<file path="src/rtl/latch_q_capture_if.sv">
// ----------------------------------------------------------------------------
// latch_q_capture_if
// Bundles the signals between the latch-side producer / word consumer and
// latch_q_capture.
//   q_in, q_bar_in  : complementary latch outputs, asynchronous to clk
//   sample          : one-cycle strobe, capture the synced q as the next bit
//   data_ready      : consumer accepts data_out while data_valid is high
//   data_out        : assembled word, MSB = first bit sampled
//   data_valid      : word complete and held
//   bit_cnt         : bits collected in the current word
//   err_invalid     : sticky, q == q_bar persisted ERR_CYCLES cycles
//   overrun         : sticky, sample arrived while a word was held
// master = environment side (drives stimulus), slave = capture block.
// ----------------------------------------------------------------------------
interface latch_q_capture_if #(
   parameter int unsigned WIDTH = 8
);
   localparam int unsigned CNT_W = $clog2(WIDTH + 1);

   logic             q_in;
   logic             q_bar_in;
   logic             sample;
   logic             data_ready;
   logic [WIDTH-1:0] data_out;
   logic             data_valid;
   logic [CNT_W-1:0] bit_cnt;
   logic             err_invalid;
   logic             overrun;

   modport master (
      output q_in,
      output q_bar_in,
      output sample,
      output data_ready,
      input  data_out,
      input  data_valid,
      input  bit_cnt,
      input  err_invalid,
      input  overrun
   );

   modport slave (
      input  q_in,
      input  q_bar_in,
      input  sample,
      input  data_ready,
      output data_out,
      output data_valid,
      output bit_cnt,
      output err_invalid,
      output overrun
   );
endinterface

</file>
<file path="src/rtl/latch_q_capture.sv">
// ----------------------------------------------------------------------------
// latch_q_capture
// Consumes the gated D latch's complementary outputs: synchronises q/q_bar
// into clk, watches that they stay complementary, shifts a validated q bit in
// on each sample strobe and offers each completed WIDTH-bit word over a
// valid/ready handshake.
// Ports:
//   clk  : rising-edge clock, sole clock
//   rst  : synchronous active-high reset
//   bus  : latch_q_capture_if.slave (latch inputs, strobe, word handshake,
//          status flags); all outputs are registered.
// ----------------------------------------------------------------------------
module latch_q_capture #(
   parameter int unsigned WIDTH       = 8,
   parameter int unsigned SYNC_STAGES = 2,
   parameter int unsigned ERR_CYCLES  = 4
) (
   input  logic                clk,
   input  logic                rst,
   latch_q_capture_if.slave    bus
);

   localparam int unsigned CNT_W = $clog2(WIDTH + 1);
   localparam int unsigned INV_W = $clog2(ERR_CYCLES + 1);

   localparam logic [CNT_W-1:0] CNT_LAST = CNT_W'(WIDTH - 1);
   localparam logic [INV_W-1:0] INV_MAX  = INV_W'(ERR_CYCLES);

   // COLLECT: shifting bits in; FULL: last bit just landed, raise valid next;
   // HOLD: word presented until the consumer takes it.
   typedef enum logic [1:0] {
      S_COLLECT = 2'd0,
      S_FULL    = 2'd1,
      S_HOLD    = 2'd2
   } state_e;

   state_e           state_q,     state_d;
   logic [SYNC_STAGES-1:0] q_sync_q,  q_sync_d;
   logic [SYNC_STAGES-1:0] qb_sync_q, qb_sync_d;
   logic [INV_W-1:0] inv_cnt_q,   inv_cnt_d;
   logic             err_q,       err_d;
   logic             overrun_q,   overrun_d;
   logic [WIDTH-1:0] data_q,      data_d;
   logic             valid_q,     valid_d;
   logic [CNT_W-1:0] bit_cnt_q,   bit_cnt_d;

   logic qs;
   logic qbs;
   logic pair_ok;
   logic take_bit;

   // Synchronised latch outputs and per-cycle complementarity.
   assign qs       = q_sync_q[SYNC_STAGES-1];
   assign qbs      = qb_sync_q[SYNC_STAGES-1];
   assign pair_ok  = qs ^ qbs;
   assign take_bit = bus.sample & pair_ok;

   // Synchroniser shift and invalid-pair run-length tracking.
   always_comb begin
      q_sync_d  = {q_sync_q[SYNC_STAGES-2:0],  bus.q_in};
      qb_sync_d = {qb_sync_q[SYNC_STAGES-2:0], bus.q_bar_in};
      inv_cnt_d = inv_cnt_q;
      if (pair_ok) begin
         inv_cnt_d = '0;
      end else if (inv_cnt_q != INV_MAX) begin
         inv_cnt_d = inv_cnt_q + INV_W'(1);
      end
      // Flag lands the cycle after the run reaches its limit, then sticks.
      err_d = err_q | (inv_cnt_q == INV_MAX);
   end

   // Word assembly FSM: next state and next register values.
   always_comb begin
      state_d   = state_q;
      data_d    = data_q;
      valid_d   = valid_q;
      bit_cnt_d = bit_cnt_q;
      overrun_d = overrun_q;

      case (state_q)
         S_COLLECT: begin
            if (take_bit) begin
               data_d    = {data_q[WIDTH-2:0], qs};
               bit_cnt_d = bit_cnt_q + CNT_W'(1);
               if (bit_cnt_q == CNT_LAST) begin
                  state_d = S_FULL;
               end
            end
         end

         S_FULL: begin
            // Word is complete but not yet offered; any strobe here is lost.
            valid_d = 1'b1;
            state_d = S_HOLD;
            if (bus.sample) begin
               overrun_d = 1'b1;
            end
         end

         S_HOLD: begin
            if (valid_q && bus.data_ready) begin
               valid_d = 1'b0;
               state_d = S_COLLECT;
               // A bit sampled on the release edge starts the next word.
               if (take_bit) begin
                  data_d    = WIDTH'(qs);
                  bit_cnt_d = CNT_W'(1);
               end else begin
                  bit_cnt_d = '0;
               end
            end else if (bus.sample) begin
               overrun_d = 1'b1;
            end
         end

         default: begin
            state_d   = S_COLLECT;
            valid_d   = 1'b0;
            bit_cnt_d = '0;
         end
      endcase
   end

   // State and datapath registers.
   always_ff @(posedge clk) begin
      if (rst) begin
         state_q   <= S_COLLECT;
         q_sync_q  <= '0;
         qb_sync_q <= '0;
         inv_cnt_q <= '0;
         err_q     <= 1'b0;
         overrun_q <= 1'b0;
         data_q    <= '0;
         valid_q   <= 1'b0;
         bit_cnt_q <= '0;
      end else begin
         state_q   <= state_d;
         q_sync_q  <= q_sync_d;
         qb_sync_q <= qb_sync_d;
         inv_cnt_q <= inv_cnt_d;
         err_q     <= err_d;
         overrun_q <= overrun_d;
         data_q    <= data_d;
         valid_q   <= valid_d;
         bit_cnt_q <= bit_cnt_d;
      end
   end

   assign bus.data_out    = data_q;
   assign bus.data_valid  = valid_q;
   assign bus.bit_cnt     = bit_cnt_q;
   assign bus.err_invalid = err_q;
   assign bus.overrun     = overrun_q;

endmodule
</file>
<file path="src/flat_wrapper.sv">
// flat-port wrapper written by rule: the top's interface ports become plain ports
module latch_q_capture_flat 
#(
   parameter int unsigned WIDTH       = 8,
   parameter int unsigned SYNC_STAGES = 2,
   parameter int unsigned ERR_CYCLES  = 4
)
  (clk, rst, bus_q_in, bus_q_bar_in, bus_sample, bus_data_ready, bus_data_out, bus_data_valid, bus_bit_cnt, bus_err_invalid, bus_overrun);
  latch_q_capture_if #(.WIDTH(WIDTH)) bus_i ();
  input  logic clk;
  input  logic rst;
  input wire logic [$bits(bus_i.q_in)-1:0] bus_q_in;
  input wire logic [$bits(bus_i.q_bar_in)-1:0] bus_q_bar_in;
  input wire logic [$bits(bus_i.sample)-1:0] bus_sample;
  input wire logic [$bits(bus_i.data_ready)-1:0] bus_data_ready;
  output wire logic [$bits(bus_i.data_out)-1:0] bus_data_out;
  output wire logic [$bits(bus_i.data_valid)-1:0] bus_data_valid;
  output wire logic [$bits(bus_i.bit_cnt)-1:0] bus_bit_cnt;
  output wire logic [$bits(bus_i.err_invalid)-1:0] bus_err_invalid;
  output wire logic [$bits(bus_i.overrun)-1:0] bus_overrun;
  assign bus_i.q_in = bus_q_in;
  assign bus_i.q_bar_in = bus_q_bar_in;
  assign bus_i.sample = bus_sample;
  assign bus_i.data_ready = bus_data_ready;
  assign bus_data_out = bus_i.data_out;
  assign bus_data_valid = bus_i.data_valid;
  assign bus_bit_cnt = bus_i.bit_cnt;
  assign bus_err_invalid = bus_i.err_invalid;
  assign bus_overrun = bus_i.overrun;
  latch_q_capture #(.WIDTH(WIDTH), .SYNC_STAGES(SYNC_STAGES), .ERR_CYCLES(ERR_CYCLES)) u_core (.clk(clk), .rst(rst), .bus(bus_i));
endmodule
</file>
<file path="config.mk">
export PLATFORM = sky130hd
export DESIGN_NAME = latch_q_capture_flat
export DESIGN_NICKNAME = d
export VERILOG_FILES = /design/src/rtl/latch_q_capture_if.sv /design/src/rtl/latch_q_capture.sv /design/src/flat_wrapper.sv
export SDC_FILE = /design/constraint.sdc
export NUM_CORES = 1
export LEC_CHECK = 0
export CELL_PAD_IN_SITES_DETAIL_PLACEMENT = 0
export CELL_PAD_IN_SITES_GLOBAL_PLACEMENT = 2
export CORE_MARGIN = 1.5
export CORE_UTILIZATION = 30
export DETAILED_ROUTE_END_ITERATION = 6
export HOLD_SLACK_MARGIN = 0.05
export PLACE_DENSITY_LB_ADDON = 0.1
export SYNTH_ARGS = -nofsm -noshare
export SYNTH_HDL_FRONTEND = slang
export SYNTH_SLANG_ARGS = --single-unit
</file>
<file path="constraint.sdc">
create_clock -name clk -period 1.85 [get_ports clk]
set_input_delay 0.4625 -clock clk [delete_from_list [all_inputs] [get_ports clk]]
set_output_delay 0.4625 -clock clk [all_outputs]
set_load 0.01 [all_outputs]
</file>
==> impl_results.html <==
<table>
<tr><th>Metric</th><th>Value</th></tr>
<tr><th colspan="2">Final layout</th></tr>
<tr><td>Commonest cells after routing, fill and taps aside</td><td>dfxtp_1, clkdlybuf4s50_1, nor2_1</td></tr>
<tr><td>Leading cell type in the layout, fill and taps excluded</td><td>dfxtp_1</td></tr>
<tr><td>N_diodes</td><td>0</td></tr>
<tr><td>Layout cells sized above 1</td><td>12.9%</td></tr>
<tr><td>Layout-stage area growth over the synthesis result</td><td>31.6%</td></tr>
<tr><td>Final #Nets</td><td>134</td></tr>
<tr><td>Final design instance area without fill</td><td>0.00130 mm^2</td></tr>
<tr><th colspan="2">Synthesis</th></tr>
<tr><td>Cell variety after synth</td><td>29</td></tr>
<tr><td>Mapped Area</td><td>986 um^2</td></tr>
<tr><td>Sequential element share of the synthesized area</td><td>48.7%</td></tr>
<tr><td>Cells taking the most area after synthesis</td><td>dfxtp_1, a22oi_1, nor2_1</td></tr>
<tr><td>Proportion of netlist area held by the largest area contributor</td><td>48.7%</td></tr>
<tr><td>Number of cells produced by synthesis</td><td>100</td></tr>
<tr><td>Syn Nets</td><td>109</td></tr>
<tr><td>Mapped Avg Cell Area</td><td>9.86 um^2</td></tr>
<tr><td>Flip-flop and latch count after synthesis</td><td>24</td></tr>
<tr><td>Post-synthesis cell type with the largest combined area</td><td>dfxtp_1</td></tr>
<tr><td>Syn. warnings</td><td>0</td></tr>
<tr><th colspan="2">GRT</th></tr>
<tr><td>Vias in the first global route</td><td>767</td></tr>
<tr><td>Global-route usage over all layers</td><td>12.5%</td></tr>
<tr><td>Number of antenna violations at the first check in global routing</td><td>0</td></tr>
<tr><td>Total overflow reported by the global router</td><td>0</td></tr>
<tr><td>Wire length of the first global-routing pass</td><td>3350 um</td></tr>
<tr><td>Largest net degree at the start of global routing</td><td>14</td></tr>
<tr><th colspan="2">Clocking</th></tr>
<tr><td>Insertion delay of the later-clocked pin in the worst-skew pair</td><td>0.31 ns</td></tr>
<tr><td>Maximum clock path buffer count</td><td>2</td></tr>
<tr><td>Clock-pin slew reported for the worst setup and hold paths after clock tree synthesis</td><td>0.13 ns</td></tr>
<tr><td>Number of buffers created by CTS</td><td>3</td></tr>
<tr><td>Clock tree sinks</td><td>24</td></tr>
<tr><td>Number of setup buffers added after CTS</td><td>0</td></tr>
<tr><td>H-tree level count</td><td>1</td></tr>
<tr><td>CTS root buf</td><td>clkbuf_4</td></tr>
<tr><td>Clock tree from TritonCTS</td><td>yes</td></tr>
<tr><th colspan="2">Timing</th></tr>
<tr><td>Max Transition Viols Final</td><td>0</td></tr>
<tr><td>Peak Freq</td><td>576 MHz</td></tr>
<tr><td>Setup repair after global routing missed its margin</td><td>false</td></tr>
<tr><td>Hold violation total from the final report</td><td>0</td></tr>
<tr><td>Minimum period implied by the final worst setup slack</td><td>1.74 ns</td></tr>
<tr><td>Sum Neg Setup Slack</td><td>0 ns</td></tr>
<tr><td>Maximum clock skew at final layout</td><td>0.00375 ns</td></tr>
<tr><td>Worst hold slack across all endpoints</td><td>0.450 ns</td></tr>
<tr><td>Final worst-path cycle share</td><td>93.9%</td></tr>
<tr><td>Worst rel slew slack</td><td>72.7%</td></tr>
<tr><td>Endpoints failing setup</td><td>0</td></tr>
<tr><td>Minimum setup slack in the final design</td><td>0.113 ns</td></tr>
<tr><td>Pin slew with the least headroom to its limit</td><td>0.410 ns</td></tr>
<tr><th colspan="2">Floorplan</th></tr>
<tr><td>I/O pin count</td><td>21</td></tr>
<tr><td>Core Area</td><td>0.00308 mm^2</td></tr>
<tr><td>Die outline area</td><td>0.00364 mm^2</td></tr>
<tr><td>Initial core utilization</td><td>32.0%</td></tr>
<tr><td>Die outline width</td><td>60.3 um</td></tr>
<tr><td>Overall die height</td><td>60.3 um</td></tr>
<tr><td>Row Count</td><td>20</td></tr>
<tr><th colspan="2">Placed design</th></tr>
<tr><td>Detailed placement HPWL</td><td>1400 um</td></tr>
<tr><td>Placer congestion estimate</td><td>0.722</td></tr>
<tr><td>Cell area reported after detailed placement</td><td>0.00126 mm^2</td></tr>
<tr><td>Worst Setup Slack post-DPL</td><td>0.00955 ns</td></tr>
<tr><td>I/O Buffers</td><td>20</td></tr>
<tr><th colspan="2">Power and ir drop</th></tr>
<tr><td>Cell-internal power</td><td>0.699 mW</td></tr>
<tr><td>Power density over the cells</td><td>699 mW/mm^2</td></tr>
<tr><td>Reported leakage power</td><td>0.483 nW</td></tr>
<tr><td>Clock network fraction of design power</td><td>30.1%</td></tr>
<tr><td>Max VDD drop</td><td>0.306 mV</td></tr>
<tr><td>Net Sw Power</td><td>0.209 mW</td></tr>
<tr><td>Switching fraction of total power</td><td>23.0%</td></tr>
<tr><td>Comb power frac</td><td>10.2%</td></tr>
<tr><td>Fraction of power consumed by sequential logic</td><td>59.7%</td></tr>
<tr><td>Power after layout</td><td>0.907 mW</td></tr>
<tr><th colspan="2">Detailed routing</th></tr>
<tr><td>Final WL</td><td>1870 um</td></tr>
<tr><td>Routed wirelength normalized by instance count</td><td>11.2 um</td></tr>
<tr><td>Number of detailed-route iterations in the first pass</td><td>4</td></tr>
<tr><td>Drt drc</td><td>0</td></tr>
<tr><td>Average vias per placed instance</td><td>4.63</td></tr>
<tr><td>Antenna-violating nets left</td><td>0</td></tr>
<tr><td>Vias post-DR</td><td>777</td></tr>
<tr><td>DRC marker count from the first detailed-route iteration</td><td>11</td></tr>
<tr><th colspan="2">Critical path</th></tr>
<tr><td>Critical path buffer and inverter count</td><td>1</td></tr>
<tr><td>Register-to-Register Path Depth</td><td>4</td></tr>
<tr><td>Critical Path Source Type</td><td>flip-flop</td></tr>
<tr><td>Critical path data arrival time</td><td>1.27 ns</td></tr>
<tr><td>Required time reported for the critical path endpoint</td><td>1.39 ns</td></tr>
<tr><td>Critical Setup Path Class</td><td>flip-flop to primary output</td></tr>
<tr><td>Startpoint of the worst setup timing path</td><td>u_core.bus.bit_cnt[3]$_SDFFE_PP0P_</td></tr>
<tr><td>Family with the most delay on the worst path</td><td>buffers and inverters</td></tr>
<tr><td>Worst reg2reg setup slack</td><td>0.37 ns</td></tr>
<tr><td>FF-to-FF Start</td><td>u_core.q_sync_q[1]$_SDFF_PP0_</td></tr>
<tr><td>Worst path cell trace</td><td>clkdlybuf4s50_1</td></tr>
<tr><td>Number of gates on the worst path with buffers counted</td><td>1</td></tr>
<tr><td>Worst reg2reg endpoint</td><td>u_core.bus.data_out[1]$_SDFFE_PP0P_</td></tr>
<tr><td>Crit end category</td><td>primary output</td></tr>
<tr><td>Cell with the largest stage delay on the worst path</td><td>clkdlybuf4s50_1</td></tr>
<tr><td>Crit path to</td><td>bus_bit_cnt[3]</td></tr>
<tr><td>CP peak stage delay</td><td>0.56 ns</td></tr>
<tr><td>Worst-path maximum fanout</td><td>5</td></tr>
<tr><th colspan="2">Hold path</th></tr>
<tr><td>Class of the tightest hold or removal check</td><td>flip-flop to flip-flop</td></tr>
<tr><td>Hold Crit Start</td><td>u_core.qb_sync_q[0]$_SDFF_PP0_</td></tr>
<tr><th colspan="2">Flow run</th></tr>
<tr><td>Maxcap violations</td><td>0</td></tr>
<tr><th colspan="2">Run status</th></tr>
<tr><td>Status</td><td>finished, final reports clean</td></tr>
</table>
per-stage QoR:
| stage | utilization, % | instances |
|---|---|---|
| floorplan | - | 100 |
| global placement | 40.9 | 164 |
| detailed placement | 40.9 | 164 |
| CTS | 42.1 | 168 |
| global route | 42.2 | 168 |
| finish | 42.2 | 168 |
worst min path at each step:
stage,end,slack (ns),cells past startpoint
after global placement,u_core.qb_sync_q[1]$_SDFF_PP0_,0.42,1
after detailed placement,u_core.qb_sync_q[1]$_SDFF_PP0_,0.42,1
final,u_core.qb_sync_q[1]$_SDFF_PP0_,0.45,1
after floorplan,u_core.q_sync_q[1]$_SDFF_PP0_,0.41,1
after CTS,u_core.qb_sync_q[1]$_SDFF_PP0_,0.45,1
after global routing,u_core.qb_sync_q[1]$_SDFF_PP0_,0.47,1
registers in the layout, summed over array words and instances, names as in the netlist:
signal / cells
u_core.bus.err_invalid: 1
u_core.inv_cnt_q: 3
u_core.qb_sync_q: 2
u_core.bus.data_valid: 1
u_core.bus.bit_cnt: 4
u_core.q_sync_q: 2
u_core.state_q: 2
u_core.bus.overrun: 1
u_core.bus.data_out: 8
Yosys cell counts:
master,n
a21bo_2,1
a21boi_0,1
a21o_1,1
a21oi_1,5
a22oi_1,8
a31oi_1,1
a32oi_1,1
and3_2,1
and4b_1,1
buf_2,1
clkbuf_1,4
dfxtp_1,24
ha_1,3
inv_1,2
mux2i_1,4
nand2_1,2
nand3_1,2
nand3_4,1
nand3b_1,3
nand4b_2,1
nor2_1,14
nor2b_1,5
nor3_1,5
o21a_1,2
o21ai_0,2
or3_1,1
or4bb_1,1
xnor2_1,2
xor2_2,1
routing by layer:
metal  part of all wire (%)  global-route usage [%]
met2                     49                    20.5
met1                     47                    15.2
met4                   0.96                    6.67
met3                    3.5                    2.81
met5                      0                       0
kinds of logic after synthesis:
| kind of cell | after synthesis | synth area share, % |
|---|---|---|
| flops | 24 | 48.7 |
| simple gates | 37 | 22.0 |
| compound gates | 22 | 15.2 |
| buf+inv | 7 | 2.79 |
| mux | 4 | 4.06 |
| xor+xnor | 3 | 3.43 |
| fa+ha+maj | 3 | 3.81 |
area by class of cell:
type / count / area [um^2]
clock buffer: 4 / 36.3
fill: 312 / 1780
inverter: 2 / 7.51
multi-input combinational: 69 / 478
sequential: 24 / 483
tap: 44 / 55.1
timing repair buffer: 25 / 238
power groups by stage:
| stage | registers [mW] | clock network (mW) | logic (mW) |
|---|---|---|---|
| 2_1_floorplan | 0.553 | 0 | 0.0504 |
| 3_3_place_gp | 0.553 | 0 | 0.0909 |
| 3_5_place_dp | 0.553 | 0 | 0.0939 |
| 4_1_cts | 0.542 | 0.296 | 0.0945 |
| 5_1_grt | 0.544 | 0.319 | 0.103 |
| 6_report | 0.541 | 0.274 | 0.0924 |
what timing repair did:
item	in CTS	in global routing
setup endpoints to repair	0	2
gates resized for setup	0	2
hold buffers	0	0
No activity file was read; power rests on OpenSTA's default activity.
